## config.mk

```make
export PLATFORM = sky130hd
export DESIGN_NAME = pe_mac_sequencer
export DESIGN_NICKNAME = d
export VERILOG_FILES = /design/src/rtl/pe_mac_sequencer.sv
export SDC_FILE = /design/constraint.sdc
export NUM_CORES = 1
export LEC_CHECK = 0
export CORE_UTILIZATION = 40
export CTS_CLUSTER_SIZE = 16
export DETAILED_ROUTE_END_ITERATION = 10
export GPL_ROUTABILITY_DRIVEN = 0
export PLACE_DENSITY = 0.63
export SLEW_MARGIN = 20
export SYNTH_ARGS = -nofsm -noshare
export SYNTH_HDL_FRONTEND = slang
export SYNTH_SLANG_ARGS = --single-unit
export TNS_END_PERCENT = 5
```

## constraint.sdc

```tcl
create_clock -name clk -period 3.4 [get_ports clk]
set_input_delay 0.68 -clock clk [delete_from_list [all_inputs] [get_ports clk]]
set_output_delay 0.68 -clock clk [all_outputs]
set_load 0.005 [all_outputs]
```

## src/rtl/pe_mac_sequencer.sv

```systemverilog
// Sequencer for one PE row: clear / bias / MAC / output passes with a valid/ready hand-off.
// Optional macro PE_SEQ_STALL_CNT_EN adds a saturating 32-bit output-stall counter port.
module pe_mac_sequencer #(
    parameter int CNT_WIDTH = 16,
    parameter int CR_WIDTH  = 15
) (
    input  logic                 clk,
    input  logic                 reset,
    input  logic                 start,
    input  logic                 abort,
    input  logic [CNT_WIDTH-1:0] num_mac,
    input  logic [CNT_WIDTH-1:0] num_out,
    input  logic                 relu_en,
    input  logic                 shift_en,
    input  logic                 out_ready,
    output logic [CR_WIDTH-1:0]  cr,
    output logic                 enable_mac,
    output logic                 clear_mac,
    output logic                 out_valid,
    output logic                 busy,
    output logic                 done
`ifdef PE_SEQ_STALL_CNT_EN
    ,
    output logic [31:0]          stall_cnt
`endif
);

    typedef enum logic [2:0] {
        IDLE  = 3'd0,
        CLEAR = 3'd1,
        BIAS  = 3'd2,
        MAC   = 3'd3,
        OUT   = 3'd4
    } state_t;

    // Fixed control-select patterns; ReLU and shift bits are added in OUT from the latched config.
    localparam logic [CR_WIDTH-1:0] BIAS_CR = CR_WIDTH'((1 << 13) | (1 << 7));
    localparam logic [CR_WIDTH-1:0] MAC_CR  = CR_WIDTH'(1 << 5);
    localparam logic [CR_WIDTH-1:0] OUT_CR  = CR_WIDTH'(1 << 1);
    localparam logic [CR_WIDTH-1:0] RELU_CR = CR_WIDTH'(1 << 2);
    localparam logic [CR_WIDTH-1:0] SHFT_CR = CR_WIDTH'(1 << 14);

    state_t               state_reg;
    logic [CNT_WIDTH-1:0] mac_cnt_reg;
    logic [CNT_WIDTH-1:0] out_cnt_reg;
    logic [CNT_WIDTH-1:0] num_mac_reg;
    logic [CNT_WIDTH-1:0] num_out_reg;
    logic                 relu_reg;
    logic                 shift_reg;
    logic                 done_reg;
    logic                 abort_clr_reg;
    logic [CNT_WIDTH:0]   out_cnt_inc;

    // One extra bit so num_out = all-ones compares without wrap.
    assign out_cnt_inc = {1'b0, out_cnt_reg} + (CNT_WIDTH + 1)'(1);

    always_ff @(posedge clk or negedge reset) begin
        if (!reset) begin
            state_reg     <= IDLE;
            mac_cnt_reg   <= '0;
            out_cnt_reg   <= '0;
            num_mac_reg   <= '0;
            num_out_reg   <= '0;
            relu_reg      <= 1'b0;
            shift_reg     <= 1'b0;
            done_reg      <= 1'b0;
            abort_clr_reg <= 1'b0;
        end else begin
            done_reg      <= 1'b0;
            abort_clr_reg <= 1'b0;
            if (abort) begin
                abort_clr_reg <= (state_reg != IDLE);
                state_reg     <= IDLE;
                mac_cnt_reg   <= '0;
                out_cnt_reg   <= '0;
            end else begin
                case (state_reg)
                    IDLE: begin
                        if (start) begin
                            num_mac_reg <= num_mac;
                            num_out_reg <= num_out;
                            relu_reg    <= relu_en;
                            shift_reg   <= shift_en;
                            out_cnt_reg <= '0;
                            if (num_out == '0) begin
                                done_reg <= 1'b1;
                            end else begin
                                state_reg <= CLEAR;
                            end
                        end
                    end
                    CLEAR: state_reg <= BIAS;
                    BIAS: begin
                        if (num_mac_reg == '0) begin
                            state_reg <= OUT;
                        end else begin
                            mac_cnt_reg <= num_mac_reg - CNT_WIDTH'(1);
                            state_reg   <= MAC;
                        end
                    end
                    MAC: begin
                        if (mac_cnt_reg == '0) begin
                            state_reg <= OUT;
                        end else begin
                            mac_cnt_reg <= mac_cnt_reg - CNT_WIDTH'(1);
                        end
                    end
                    OUT: begin
                        if (out_ready) begin
                            if (out_cnt_inc < {1'b0, num_out_reg}) begin
                                out_cnt_reg <= out_cnt_inc[CNT_WIDTH-1:0];
                                state_reg   <= CLEAR;
                            end else begin
                                out_cnt_reg <= '0;
                                state_reg   <= IDLE;
                                done_reg    <= 1'b1;
                            end
                        end
                    end
                    default: state_reg <= IDLE;
                endcase
            end
        end
    end

    logic in_bias;
    logic in_mac;
    logic in_out;

    assign in_bias    = (state_reg == BIAS);
    assign in_mac     = (state_reg == MAC);
    assign in_out     = (state_reg == OUT);
    assign enable_mac = in_bias | in_mac;
    assign clear_mac  = (state_reg == CLEAR) | abort_clr_reg;
    assign out_valid  = in_out;
    assign busy       = (state_reg != IDLE);
    assign done       = done_reg;

    for (genvar gi = 0; gi < CR_WIDTH; gi++) begin : g_cr
        assign cr[gi] = (in_bias & BIAS_CR[gi])
                      | (in_mac  & MAC_CR[gi])
                      | (in_out  & (OUT_CR[gi]
                                    | (relu_reg  & RELU_CR[gi])
                                    | (shift_reg & SHFT_CR[gi])));
    end

`ifdef PE_SEQ_STALL_CNT_EN
    logic [31:0] stall_cnt_reg;

    always_ff @(posedge clk or negedge reset) begin
        if (!reset) begin
            stall_cnt_reg <= '0;
        end else if ((state_reg == IDLE) && start && !abort) begin
            stall_cnt_reg <= '0;
        end else if (in_out && !out_ready && (stall_cnt_reg != '1)) begin
            stall_cnt_reg <= stall_cnt_reg + 32'd1;
        end
    end

    assign stall_cnt = stall_cnt_reg;
`endif

endmodule

```

==> results of run 1 <==
[stage by stage]
| step | util | TNS, ns |
|---|---|---|
| finish | 0.499 | 0 |
| global route | 0.499 | -0.211 |
| CTS | 0.495 | 0 |
| detailed placement | 0.473 | 0 |
| global placement | 0.473 | 0 |
| floorplan | - | 0 |
[layer usage]
metal  GRT usage  wire length [um]  share of wire
met5           0                 0              0
met4      0.0783               170          0.016
met3      0.0386               608          0.058
met2       0.276              4580           0.43
met1       0.284              5210           0.49
[area by class of cell]
class / instances / area, um2
clock buffers: 11 / 151
clock inverters: 5 / 80.1
fillers: 1021 / 5450
inverters: 24 / 90.1
multi-input cells: 333 / 2470
flip-flops and latches: 71 / 1780
well taps: 140 / 175
repair buffers: 73 / 691
[synthesized netlist by cell type (all sizes together) (2+ instances only)]
master  count  area (um2)
dfrtp      71        1780
mux2       35         394
nand2      26        97.6
inv        24        90.1
buf        23         179
nor2       23        86.3
o21ai      22         110
a22o       18         159
ha         17         213
a21oi      15        82.6
nor3       15        96.4
xnor2      13         114
nand3      12        60.1
nor4       11        75.1
a21o       10        75.1
xor2        9        78.8
and3        7        46.3
clkbuf      7        26.3
nand4       7        43.8
o31ai       7        52.6
nand2b      6        45.0
or4         6        57.6
a211oi      5        37.5
or3         5        32.5
a31oi       4        25.0
mux2i       4        40.0
o22ai       4        25.0
or2         4        25.0
a211o       3        35.0
nor4b       3        26.3
o21a        3        22.5
a21boi      2        15.0
a22oi       2        15.0
nand3b      2        27.5
nor3b       2        15.0
o211ai      2        15.0
o31a        2        17.5
o32ai       2        17.5
[worst max-delay path, stage by stage (launching register included)]
cell,delay (ns)
dfrtp_1,0.40
and3_1,0.20
and3_1,0.24
nand4_1,0.15
nor3_2,0.29
xor2_1,0.22
ha_1,0.28
o21a_1,0.19
o21a_1,0.16
a221oi_1,0.32
o21ai_2,0.19
buf_4,0.18
o31ai_1,0.26
a22o_1,0.17
[power by group]
part	switching (mW)	internal, mW
Combinational	0.808	0.791
Clock	0.340	0.452
Sequential	0.311	1.13
Total	1.46	2.37
[how the worst min path moves through the flow]
stage | from | endpoint | slack (ns) | cells past startpoint
4_1_cts | reset | num_mac_reg[6]$_DFFE_PN0P_ | 0.36 | 2
5_1_grt | reset | num_mac_reg[6]$_DFFE_PN0P_ | 0.38 | 2
3_3_place_gp | shift_reg$_DFFE_PN0P_ | shift_reg$_DFFE_PN0P_ | 0.47 | 1
2_1_floorplan | reset | abort_clr_reg$_DFF_PN0_ | 0.38 | 0
6_report | reset | num_mac_reg[6]$_DFFE_PN0P_ | 0.34 | 2
3_5_place_dp | num_out_reg[14]$_DFFE_PN0P_ | num_out_reg[14]$_DFFE_PN0P_ | 0.48 | 1
[what timing repair did]
| action | 4_1_cts | 5_1_grt |
|---|---|---|
| setup buffers | 0 | 4 |
| endpoints found under the setup margin | 2 | 14 |
| resized for setup | 1 | 4 |
| pin swaps | 0 | 1 |
| cloned | 0 | 0 |
[kinds of logic after synthesis]
group	after synthesis	share of synthesized area
muxes	39	0.0966
AOI/OAI and AO/OA	110	0.175
DFF	71	0.395
and+or+nand+nor	136	0.176
other	1	0.000835
adders and majority gates	17	0.0473
xor gates and xnor gates	22	0.0429
buffers and inverters	54	0.0657
==> metrics.txt, run 1 <==
# TYPE chip_impl_metric gauge
chip_impl_metric{name="synthesis.instances",unit=""} 450
chip_impl_metric{name="r2r_setup_slack",unit="ns"} 0.08
chip_impl_metric{name="drive_gt1_frac",unit=""} 0.182
chip_impl_metric{name="die-area",unit="mm2"} 0.0117
chip_impl_metric{name="timing_worst_slew_pin_value",unit="ns"} 0.683
chip_impl_metric{name="postPlaceCellArea",unit="mm2"} 0.00515
chip_impl_metric{name="setup_ws",unit="ns"} 0.0769
chip_impl_metric{name="post-place-cells",unit=""} 637
chip_impl_metric{name="drv_cap",unit=""} 0
chip_impl_info{name="timing.rr.start",value="out_cnt_reg[4]$_DFFE_PN0P_"} 1
chip_impl_metric{name="relative_slew_slack",unit=""} 0.545
chip_impl_info{name="worstSetupEndpointType",value="flop"} 1
chip_impl_metric{name="insertion_delay",unit="ns"} 0.35
chip_impl_metric{name="ir_worst_vdd",unit="uV"} 317
chip_impl_metric{name="area.growth.synth_to_final",unit="%"} 21.0
chip_impl_metric{name="initial_utilization",unit=""} 0.413
chip_impl_metric{name="synthArstFlopShare",unit=""} 1.00
chip_impl_metric{name="worst-path-max-fanout",unit=""} 7
chip_impl_metric{name="postSynthAreaPerCell",unit="um2"} 9.98
chip_impl_metric{name="vias",unit=""} 3652
chip_impl_metric{name="final_antenna_net_count",unit=""} 0
chip_impl_metric{name="whs",unit="ns"} 0.342
chip_impl_metric{name="timing.final.crit_period",unit="ns"} 3.32
chip_impl_metric{name="yosysWarnings",unit=""} 0
chip_impl_metric{name="detailedPlace.worstSlack",unit="ns"} 0.0264
chip_impl_info{name="crit_start",value="out_cnt_reg[4]$_DFFE_PN0P_"} 1
chip_impl_metric{name="grt.overflow.total",unit=""} 0
chip_impl_info{name="outcome",value="finished clean"} 1
chip_impl_metric{name="total_leakage_power",unit="nW"} 2.45
chip_impl_metric{name="finClkSkew",unit="ns"} 0.0109
chip_impl_metric{name="power.total",unit="mW"} 3.83
chip_impl_metric{name="grt_max_degree",unit=""} 72
chip_impl_info{name="cts_tree",value="done"} 1
chip_impl_metric{name="port-buffer-count",unit=""} 49
chip_impl_metric{name="num_antenna_cells",unit=""} 0
chip_impl_metric{name="worst-r2r-cell-count",unit=""} 13
chip_impl_metric{name="cp_data_arrival_time",unit="ns"} 3.62
chip_impl_metric{name="drt-vias-per-instance",unit=""} 5.56
chip_impl_metric{name="worst_setup_hold_path_clk_slew",unit="ns"} 0.08
chip_impl_metric{name="final_max_slew_viol_count",unit=""} 0
chip_impl_metric{name="cts-root-to-sink-buffers",unit=""} 2
chip_impl_metric{name="drt-total-wl",unit="um"} 10600
chip_impl_metric{name="syn_area",unit="mm2"} 0.00449
chip_impl_metric{name="yosys_register_bits",unit=""} 71
chip_impl_metric{name="post_layout_nonfiller_instances",unit=""} 657
chip_impl_info{name="setup.worst_path.class",value="reg2reg"} 1
chip_impl_metric{name="final_hold_viol_count",unit=""} 0
chip_impl_info{name="cp-start-kind",value="flop"} 1
chip_impl_metric{name="vias_in_the_first_global_route",unit=""} 3572
chip_impl_info{name="final_common_cell",value="dfrtp_1"} 1
chip_impl_metric{name="report.final.setup_viol",unit=""} 0
chip_impl_info{name="clock-root-buffer",value="clkbuf_8"} 1
chip_impl_metric{name="fmax",unit="MHz"} 301
chip_impl_metric{name="synth_edf_count",unit=""} 0
chip_impl_metric{name="detail_route.iter0.violations",unit=""} 244
chip_impl_metric{name="detailedRoute.firstPassIterationCount",unit=""} 4
chip_impl_info{name="commonest_cells_after_routing_fill_and_taps_aside",value="dfrtp_1 (70), clkdlybuf4s50_1 (48), nand2_1 (26)"} 1
chip_impl_metric{name="netlist-cell-type-count",unit=""} 73
chip_impl_metric{name="final_min_period_over_clock_period",unit=""} 0.977
chip_impl_metric{name="routed_wire_length_per_instance",unit="um"} 16.1
chip_impl_info{name="r2r_end",value="out_cnt_reg[2]$_DFFE_PN0P_"} 1
chip_impl_metric{name="placement_rows",unit=""} 38
chip_impl_metric{name="final_area",unit="mm2"} 0.00544
chip_impl_metric{name="design.portCount",unit=""} 59
chip_impl_metric{name="cp.required",unit="ns"} 3.69
chip_impl_metric{name="antenna_found_initial",unit=""} 0
chip_impl_metric{name="grt_first_pass_wirelength",unit="um"} 17500
chip_impl_metric{name="tritoncts_num_sinks",unit=""} 71
chip_impl_metric{name="count_of_hold_fix_buffers_inserted_at_cts",unit=""} 0
chip_impl_info{name="class_of_the_most_critical_hold_timing_path",value="in2async"} 1
chip_impl_metric{name="cts_max_level",unit=""} 3
chip_impl_metric{name="num-nets-final",unit=""} 568
chip_impl_metric{name="placeableCoreArea",unit="mm2"} 0.0109
chip_impl_metric{name="die_height",unit="um"} 108
chip_impl_info{name="cp_capture_point",value="out_cnt_reg[2]$_DFFE_PN0P_"} 1
chip_impl_metric{name="place.detailed.hpwl",unit="um"} 7630
chip_impl_metric{name="post-route-drc-count",unit=""} 0
chip_impl_metric{name="power_per_cell_area",unit="mW/mm2"} 705
chip_impl_info{name="synth-main-ff-cell",value="dfrtp_1"} 1
chip_impl_metric{name="tritoncts.num_buffers",unit=""} 9
chip_impl_metric{name="sequential_fraction_of_the_synthesis_area",unit=""} 0.395
chip_impl_metric{name="overall_fraction_of_global_route_tracks_in_use",unit=""} 0.194
chip_impl_metric{name="die_w",unit="um"} 108
Note: power is estimated with default switching activity, not from simulation.
==> inputs of run 2 (changes only) <==
--- a/config.mk
+++ b/config.mk
@@ -5,6 +5,7 @@
 export SDC_FILE = /design/constraint.sdc
 export NUM_CORES = 1
 export LEC_CHECK = 0
+export CORE_MARGIN = 5
 export CORE_UTILIZATION = 40
 export CTS_CLUSTER_SIZE = 16
 export DETAILED_ROUTE_END_ITERATION = 10
==> run 2 against run 1 <==
- design area up 0.64%
- total power up 2.5%
- sequential cell count unchanged
- via count up 0.30%
- count of clock-buffer cells in the layout unchanged
- critical path depth unchanged
- combinational power about the same
- worst hold slack better by 0.071 ns
- sequential share of layout area down 0.19 points
- final cell count down 0.30%
- utilization up 0.10 points
- register-to-register slack better by 0.20 ns
==> metrics.txt, run 2 (synthesis results as in run 1) <==
# TYPE chip_impl_metric gauge
chip_impl_info{name="outcome",value="finished clean"} 1
chip_impl_metric{name="num_antenna_cells",unit=""} 0
chip_impl_metric{name="worst-path-max-fanout",unit=""} 6
chip_impl_info{name="timing.critical_path.slowest_stage_cell",value="dfrtp_1"} 1
chip_impl_metric{name="fmax",unit="MHz"} 321
chip_impl_metric{name="vias_in_the_first_global_route",unit=""} 3739
chip_impl_info{name="crit_top_cell",value="o21a_1"} 1
chip_impl_info{name="final_common_cell",value="dfrtp_1"} 1
chip_impl_metric{name="drv_cap",unit=""} 0
chip_impl_metric{name="final_max_slew_viol_count",unit=""} 0
chip_impl_metric{name="tritoncts_num_sinks",unit=""} 71
chip_impl_metric{name="relative_slew_slack",unit=""} 0.505
chip_impl_metric{name="routed_wire_length_per_instance",unit="um"} 16.7
chip_impl_info{name="clock-root-buffer",value="clkbuf_16"} 1
chip_impl_metric{name="design.portCount",unit=""} 59
chip_impl_metric{name="cp_data_arrival_time",unit="ns"} 3.37
chip_impl_metric{name="drive_gt1_frac",unit=""} 0.184
chip_impl_info{name="grt_setup_unrepaired",value="no"} 1
chip_impl_metric{name="num-nets-final",unit=""} 566
chip_impl_info{name="class_of_the_most_critical_hold_timing_path",value="in2async"} 1
chip_impl_metric{name="detailedRoute.firstPassIterationCount",unit=""} 4
chip_impl_metric{name="cp.required",unit="ns"} 3.66
chip_impl_info{name="worstSetupEndpointType",value="flop"} 1
chip_impl_metric{name="drt-total-wl",unit="um"} 10900
chip_impl_metric{name="die-area",unit="mm2"} 0.0135
chip_impl_info{name="setup.worst_path.class",value="reg2reg"} 1
chip_impl_metric{name="tritoncts.num_buffers",unit=""} 9
chip_impl_metric{name="final.fill_count",unit=""} 1010
chip_impl_metric{name="overall_fraction_of_global_route_tracks_in_use",unit=""} 0.173
chip_impl_metric{name="final_min_period_over_clock_period",unit=""} 0.917
chip_impl_metric{name="cts_max_level",unit=""} 3
chip_impl_metric{name="crit_path_max_incr_delay",unit="ns"} 0.40
chip_impl_metric{name="power_per_cell_area",unit="mW/mm2"} 718
chip_impl_info{name="cts_tree",value="done"} 1
chip_impl_metric{name="r2r_setup_slack",unit="ns"} 0.28
chip_impl_metric{name="final_antenna_net_count",unit=""} 0
chip_impl_metric{name="worst-r2r-cell-count",unit=""} 13
chip_impl_metric{name="total_leakage_power",unit="nW"} 2.46
chip_impl_metric{name="die_w",unit="um"} 116
chip_impl_metric{name="die_height",unit="um"} 116
chip_impl_metric{name="final_hold_viol_count",unit=""} 0
chip_impl_metric{name="cts-root-to-sink-buffers",unit=""} 2
chip_impl_metric{name="insertion_delay",unit="ns"} 0.34
chip_impl_info{name="crit_path_cell_chain",value="and3_1 -> and3_2 -> nand4_1 -> nor3_2 -> xor2_1 -> ha_1 -> o21a_1 -> o21a_1 -> a221oi_2 -> o21ai_2 -> buf_4 -> o31a_1 -> o21ai_0"} 1
chip_impl_metric{name="antenna_found_initial",unit=""} 0
chip_impl_metric{name="grt_max_degree",unit=""} 41
chip_impl_metric{name="place.detailed.hpwl",unit="um"} 8050
chip_impl_metric{name="whs",unit="ns"} 0.414
chip_impl_info{name="commonest_cells_after_routing_fill_and_taps_aside",value="dfrtp_1 (69), clkdlybuf4s50_1 (48), nand2_1 (26)"} 1
chip_impl_metric{name="power.total",unit="mW"} 3.93
chip_impl_metric{name="placeableCoreArea",unit="mm2"} 0.0109
chip_impl_metric{name="finClkSkew",unit="ns"} 0.00884
chip_impl_metric{name="area.growth.synth_to_final",unit="%"} 21.7
chip_impl_metric{name="port-buffer-count",unit=""} 49
chip_impl_metric{name="report.final.setup_viol",unit=""} 0
chip_impl_metric{name="drt-vias-per-instance",unit=""} 5.59
chip_impl_metric{name="detail_route.iter0.violations",unit=""} 207
chip_impl_metric{name="ir_worst_vdd",unit="uV"} 322
chip_impl_metric{name="timing_worst_slew_pin_value",unit="ns"} 0.743
chip_impl_metric{name="placement_rows",unit=""} 38
chip_impl_metric{name="post-route-drc-count",unit=""} 0
chip_impl_metric{name="timing.final.crit_period",unit="ns"} 3.12
chip_impl_metric{name="grt_first_pass_wirelength",unit="um"} 18500
chip_impl_metric{name="grt.overflow.total",unit=""} 0
chip_impl_metric{name="vias",unit=""} 3663
chip_impl_metric{name="worst_setup_hold_path_clk_slew",unit="ns"} 0.06
chip_impl_metric{name="setup_tns",unit="ns"} 0
chip_impl_metric{name="initial_utilization",unit=""} 0.411
chip_impl_info{name="cp-start-kind",value="flop"} 1
[run 2: cell count changes in the layout (fill, tap and decap cells not counted), sizes merged]
cell / before / now
clkinv: 1 / 5
buf: 25 / 23
bufinv: 2 / 0
clkinvlp: 2 / 0
[run 2: metrics by stage]
stage               std cells  setup slack, ns  utilization  area, um2
finish                    655            0.282        0.500       5470
global route              655           0.0234        0.500       5470
CTS                       652           0.0632        0.496       5420
detailed placement        636            0.103        0.469       5130
global placement          636            0.189        0.469       5130
floorplan                 458            0.303            -       4520
[run 2: what timing repair did]
item / CTS / global route
endpoints found under the setup margin: 0 / 17
hold buffers: 0 / 0
setup buffers: 0 / 3
gates resized for setup: 0 / 8
[run 2: final cells by class]
type	instances	area (um2)	area share
Clock buffer	11	253	0.0462
Clock inverter	5	32.5	0.00595
Tap cell	140	175	0.0320
Multi-Input combinational cell	333	2480	0.453
Inverter	24	90.1	0.0165
Sequential cell	71	1780	0.325
Timing Repair Buffer	71	663	0.121
[run 2: worst max-delay path: cells and delay by family (launching register included)]
kind	cells	cell delay, ns
adder cells (fa/ha/maj)	1	0.27
XOR/XNOR	1	0.18
AND/OR/NAND/NOR	4	0.84
AO/OA/AOI/OAI	6	1.16
flip-flops	1	0.40
buffers and inverters	1	0.18
[run 2: per-layer routing]
metal | up-vias | GRT usage | wire length [um]
li1 | 1770 | - | -
met1 | 1785 | 0.252 | 5520
met4 | 0 | 0.0773 | 228
met3 | 17 | 0.0251 | 459
met5 | - | 0 | 0
met2 | 91 | 0.252 | 4740
[run 2: final timing paths]
kind	startpoint	to
max reg2reg	out_cnt_reg[4]$_DFFE_PN0P_	state_reg[0]$_DFFE_PN0P_
max	out_cnt_reg[4]$_DFFE_PN0P_	state_reg[0]$_DFFE_PN0P_
min reg2reg	shift_reg$_DFFE_PN0P_	shift_reg$_DFFE_PN0P_
max in group asynchronous	reset	out_cnt_reg[0]$_DFFE_PN0P_
min in group clk	shift_reg$_DFFE_PN0P_	shift_reg$_DFFE_PN0P_
min	reset	num_mac_reg[9]$_DFFE_PN0P_
[run 2: where the power goes]
| group | internal (mW) | switching (mW) |
|---|---|---|
| registers | 1.13 | 0.316 |
| clock network | 0.532 | 0.360 |
| logic | 0.781 | 0.808 |
==> inputs of run 3 (changes only) <==
--- a/config.mk
+++ b/config.mk
@@ -7,7 +7,7 @@
 export LEC_CHECK = 0
 export CORE_MARGIN = 5
 export CORE_UTILIZATION = 40
-export CTS_CLUSTER_SIZE = 16
+export CTS_CLUSTER_SIZE = 14
 export DETAILED_ROUTE_END_ITERATION = 10
 export GPL_ROUTABILITY_DRIVEN = 0
 export PLACE_DENSITY = 0.63
==> constraint.sdc (replaced) <==
create_clock -name clk -period 3.6 [get_ports clk]
set_input_delay 0.72 -clock clk [delete_from_list [all_inputs] [get_ports clk]]
set_output_delay 0.72 -clock clk [all_outputs]
set_load 0.005 [all_outputs]
==> run 3 against run 2 <==
- design area is 0.87% lower
- clock skew is 0.0013 ns lower
- clock power up 7.5%
- critical path depth unchanged
- count of clock-buffer cells in the layout up 1
- total power is 3.0% lower
- utilization is 0.43 points lower
- largest cell class unchanged
==> metrics.txt, run 3 (synthesis results as in run 1) <==
# TYPE chip_impl_metric gauge
chip_impl_info{name="outcome",value="finished clean"} 1
chip_impl_metric{name="vias",unit=""} 3627
chip_impl_metric{name="register_area",unit="mm2"} 0.00178
chip_impl_metric{name="grt.overflow.total",unit=""} 0
chip_impl_metric{name="cts-root-to-sink-buffers",unit=""} 2
chip_impl_metric{name="power.switching",unit="mW"} 1.39
chip_impl_info{name="crit_path_cell_chain",value="ha_1 -> and3_1 -> nand3_2 -> nor3_2 -> xnor2_1 -> ha_1 -> a211oi_1 -> o21ai_0 -> a221oi_1 -> o21ai_1 -> buf_4 -> o31ai_1 -> a22o_1"} 1
chip_impl_metric{name="initial_utilization",unit=""} 0.411
chip_impl_metric{name="drt-vias-per-instance",unit=""} 5.61
chip_impl_metric{name="timing.final.crit_period",unit="ns"} 3.29
chip_impl_metric{name="overall_fraction_of_global_route_tracks_in_use",unit=""} 0.172
chip_impl_metric{name="crit_path_max_incr_delay",unit="ns"} 0.44
chip_impl_metric{name="drv_cap",unit=""} 0
chip_impl_metric{name="die_height",unit="um"} 116
chip_impl_metric{name="cts_setup_buffers",unit=""} 0
chip_impl_metric{name="postPlaceCellArea",unit="mm2"} 0.00508
chip_impl_metric{name="post-route-drc-count",unit=""} 0
chip_impl_metric{name="drive_gt1_frac",unit=""} 0.162
chip_impl_metric{name="grt_first_pass_wirelength",unit="um"} 18300
chip_impl_metric{name="routed_wire_length_per_instance",unit="um"} 16.6
chip_impl_metric{name="detail_route.iter0.violations",unit=""} 188
chip_impl_metric{name="fmax",unit="MHz"} 304
chip_impl_metric{name="insertion_delay",unit="ns"} 0.34
chip_impl_metric{name="worst_setup_hold_path_clk_slew",unit="ns"} 0.06
chip_impl_metric{name="detailedRoute.firstPassIterationCount",unit=""} 4
chip_impl_metric{name="multi_input_comb_area",unit="mm2"} 0.00247
chip_impl_info{name="clock-root-buffer",value="clkbuf_16"} 1
chip_impl_metric{name="vias_in_the_first_global_route",unit=""} 3591
chip_impl_info{name="setup.worst_path.class",value="reg2reg"} 1
chip_impl_metric{name="die-area",unit="mm2"} 0.0135
chip_impl_metric{name="setup_tns",unit="ns"} 0
chip_impl_info{name="cts_tree",value="done"} 1
chip_impl_metric{name="final_hold_viol_count",unit=""} 0
chip_impl_metric{name="power_report.internal_total",unit="mW"} 2.42
chip_impl_metric{name="antenna_found_initial",unit=""} 0
chip_impl_metric{name="seqPwrFrac",unit=""} 0.357
chip_impl_metric{name="post-place-cells",unit=""} 631
chip_impl_info{name="cp-start-kind",value="flop"} 1
chip_impl_metric{name="final_min_period_over_clock_period",unit=""} 0.915
chip_impl_metric{name="port-buffer-count",unit=""} 49
chip_impl_metric{name="cp.required",unit="ns"} 3.87
chip_impl_metric{name="tritoncts.num_buffers",unit=""} 9
chip_impl_metric{name="final_antenna_net_count",unit=""} 0
chip_impl_metric{name="relative_slew_slack",unit=""} 0.454
chip_impl_info{name="final_common_cell",value="dfrtp_1"} 1
chip_impl_metric{name="design.portCount",unit=""} 59
chip_impl_metric{name="finClkSkew",unit="ns"} 0.00758
chip_impl_metric{name="report.final.setup_viol",unit=""} 0
chip_impl_metric{name="area.growth.synth_to_final",unit="%"} 20.7
chip_impl_metric{name="cp_data_arrival_time",unit="ns"} 3.56
chip_impl_metric{name="combinationalPowerShare",unit=""} 0.391
chip_impl_metric{name="grt_max_degree",unit=""} 28
chip_impl_metric{name="num_antenna_cells",unit=""} 0
chip_impl_info{name="timing.critical_path.slowest_stage_cell",value="dfrtp_1"} 1
chip_impl_info{name="commonest_cells_after_routing_fill_and_taps_aside",value="dfrtp_1 (70), clkdlybuf4s50_1 (48), nand2_1 (26)"} 1
chip_impl_metric{name="tritoncts_num_sinks",unit=""} 71
chip_impl_metric{name="cts_max_level",unit=""} 3
chip_impl_metric{name="placeableCoreArea",unit="mm2"} 0.0109
chip_impl_info{name="worstSetupEndpointType",value="flop"} 1
chip_impl_info{name="critical-path-top-delay-family",value="compound AO/OA/AOI/OAI gates"} 1
chip_impl_metric{name="num-nets-final",unit=""} 558
chip_impl_metric{name="final_area",unit="mm2"} 0.00542
chip_impl_metric{name="placement_rows",unit=""} 38
chip_impl_info{name="class_of_the_most_critical_hold_timing_path",value="in2async"} 1
chip_impl_metric{name="ir_worst_vdd",unit="uV"} 279
chip_impl_metric{name="final_max_slew_viol_count",unit=""} 0
chip_impl_metric{name="power.total",unit="mW"} 3.81
chip_impl_info{name="crit_top_cell",value="ha_1"} 1
chip_impl_metric{name="whs",unit="ns"} 0.359
chip_impl_metric{name="clock_power_share",unit=""} 0.252
chip_impl_metric{name="power.switching_fraction",unit=""} 0.364
chip_impl_metric{name="path_buf_inv",unit=""} 1
chip_impl_metric{name="count_of_hold_fix_buffers_inserted_at_cts",unit=""} 0
chip_impl_metric{name="total_leakage_power",unit="nW"} 2.41
chip_impl_metric{name="worst-path-max-fanout",unit=""} 12
chip_impl_metric{name="place.detailed.hpwl",unit="um"} 7880
chip_impl_metric{name="post_layout_nonfiller_instances",unit=""} 646
chip_impl_metric{name="final.fill_count",unit=""} 1018
chip_impl_metric{name="drt-total-wl",unit="um"} 10700
chip_impl_metric{name="die_w",unit="um"} 116
chip_impl_metric{name="timing_worst_slew_pin_value",unit="ns"} 0.818
chip_impl_metric{name="power_per_cell_area",unit="mW/mm2"} 703
==> run 3: cell types whose count changed in the layout (fill, tap and decap cells not counted), moves of 2 or more <==
cell,before,now
buf_4,21,14
bufinv_16,0,2
clkinv_2,3,0
clkinv_4,2,0
clkbuf_1,0,2
==> run 3: final timing paths <==
kind,start,to,slack [ns],depth (start not counted)
max,out_cnt_reg[0]$_DFFE_PN0P_,out_cnt_reg[2]$_DFFE_PN0P_,0.31,13
min,reset,num_mac_reg[3]$_DFFE_PN0P_,0.36,1
max reg2reg,out_cnt_reg[0]$_DFFE_PN0P_,out_cnt_reg[2]$_DFFE_PN0P_,0.31,13
min reg2reg,shift_reg$_DFFE_PN0P_,shift_reg$_DFFE_PN0P_,0.49,1
max in group asynchronous,reset,out_cnt_reg[2]$_DFFE_PN0P_,2.48,2
min in group clk,shift_reg$_DFFE_PN0P_,shift_reg$_DFFE_PN0P_,0.49,1
==> run 3: power by group through the flow <==
| stage | clock network, mW | registers, mW | logic, mW |
|---|---|---|---|
| floorplan | 0 | 1.28 | 1.12 |
| global placement | 0 | 1.36 | 1.45 |
| detailed placement | 0 | 1.37 | 1.48 |
| CTS | 0.971 | 1.36 | 1.50 |
| global route | 1.01 | 1.40 | 1.67 |
| finish | 0.958 | 1.36 | 1.49 |
==> run 3: timing repair <==
item                                   in CTS  in global routing
endpoints found under the hold margin       0                  0
resized for setup                           0                  6
setup endpoints to repair                   0                 16
==> run 3: routing by layer <==
layer	vias up	GRT usage	wire length [um]
met2	103	0.247	4550
li1	1755	-	-
met4	0	0.0580	172
met1	1750	0.255	5280
met5	-	0	0
met3	19	0.0392	739
==> run 3: through the flow <==
step	setup slack (ns)	utilization
2_1_floorplan	0.503	-
6_report	0.307	0.496
3_3_place_gp	0.263	0.465
5_1_grt	-0.0229	0.496
4_1_cts	0.0617	0.494
3_5_place_dp	0.124	0.465
==> run 3: layout make-up <==
type / count / area share
multi-input cells: 333 / 0.456
clock inverters: 3 / 0.0125
clock buffers: 12 / 0.0455
repair buffers: 63 / 0.109
well taps: 140 / 0.0323
inverters: 24 / 0.0166
flip-flops and latches: 71 / 0.328
==> run 3: worst register-to-register path: cells and delay by family (launching register included) <==
family          cells  cell delay (ns)
compound gates      6             1.25
xor+xnor            1             0.19
fa+ha+maj           2             0.52
buf+inv             1             0.21
flops               1             0.44
simple gates        3             0.62
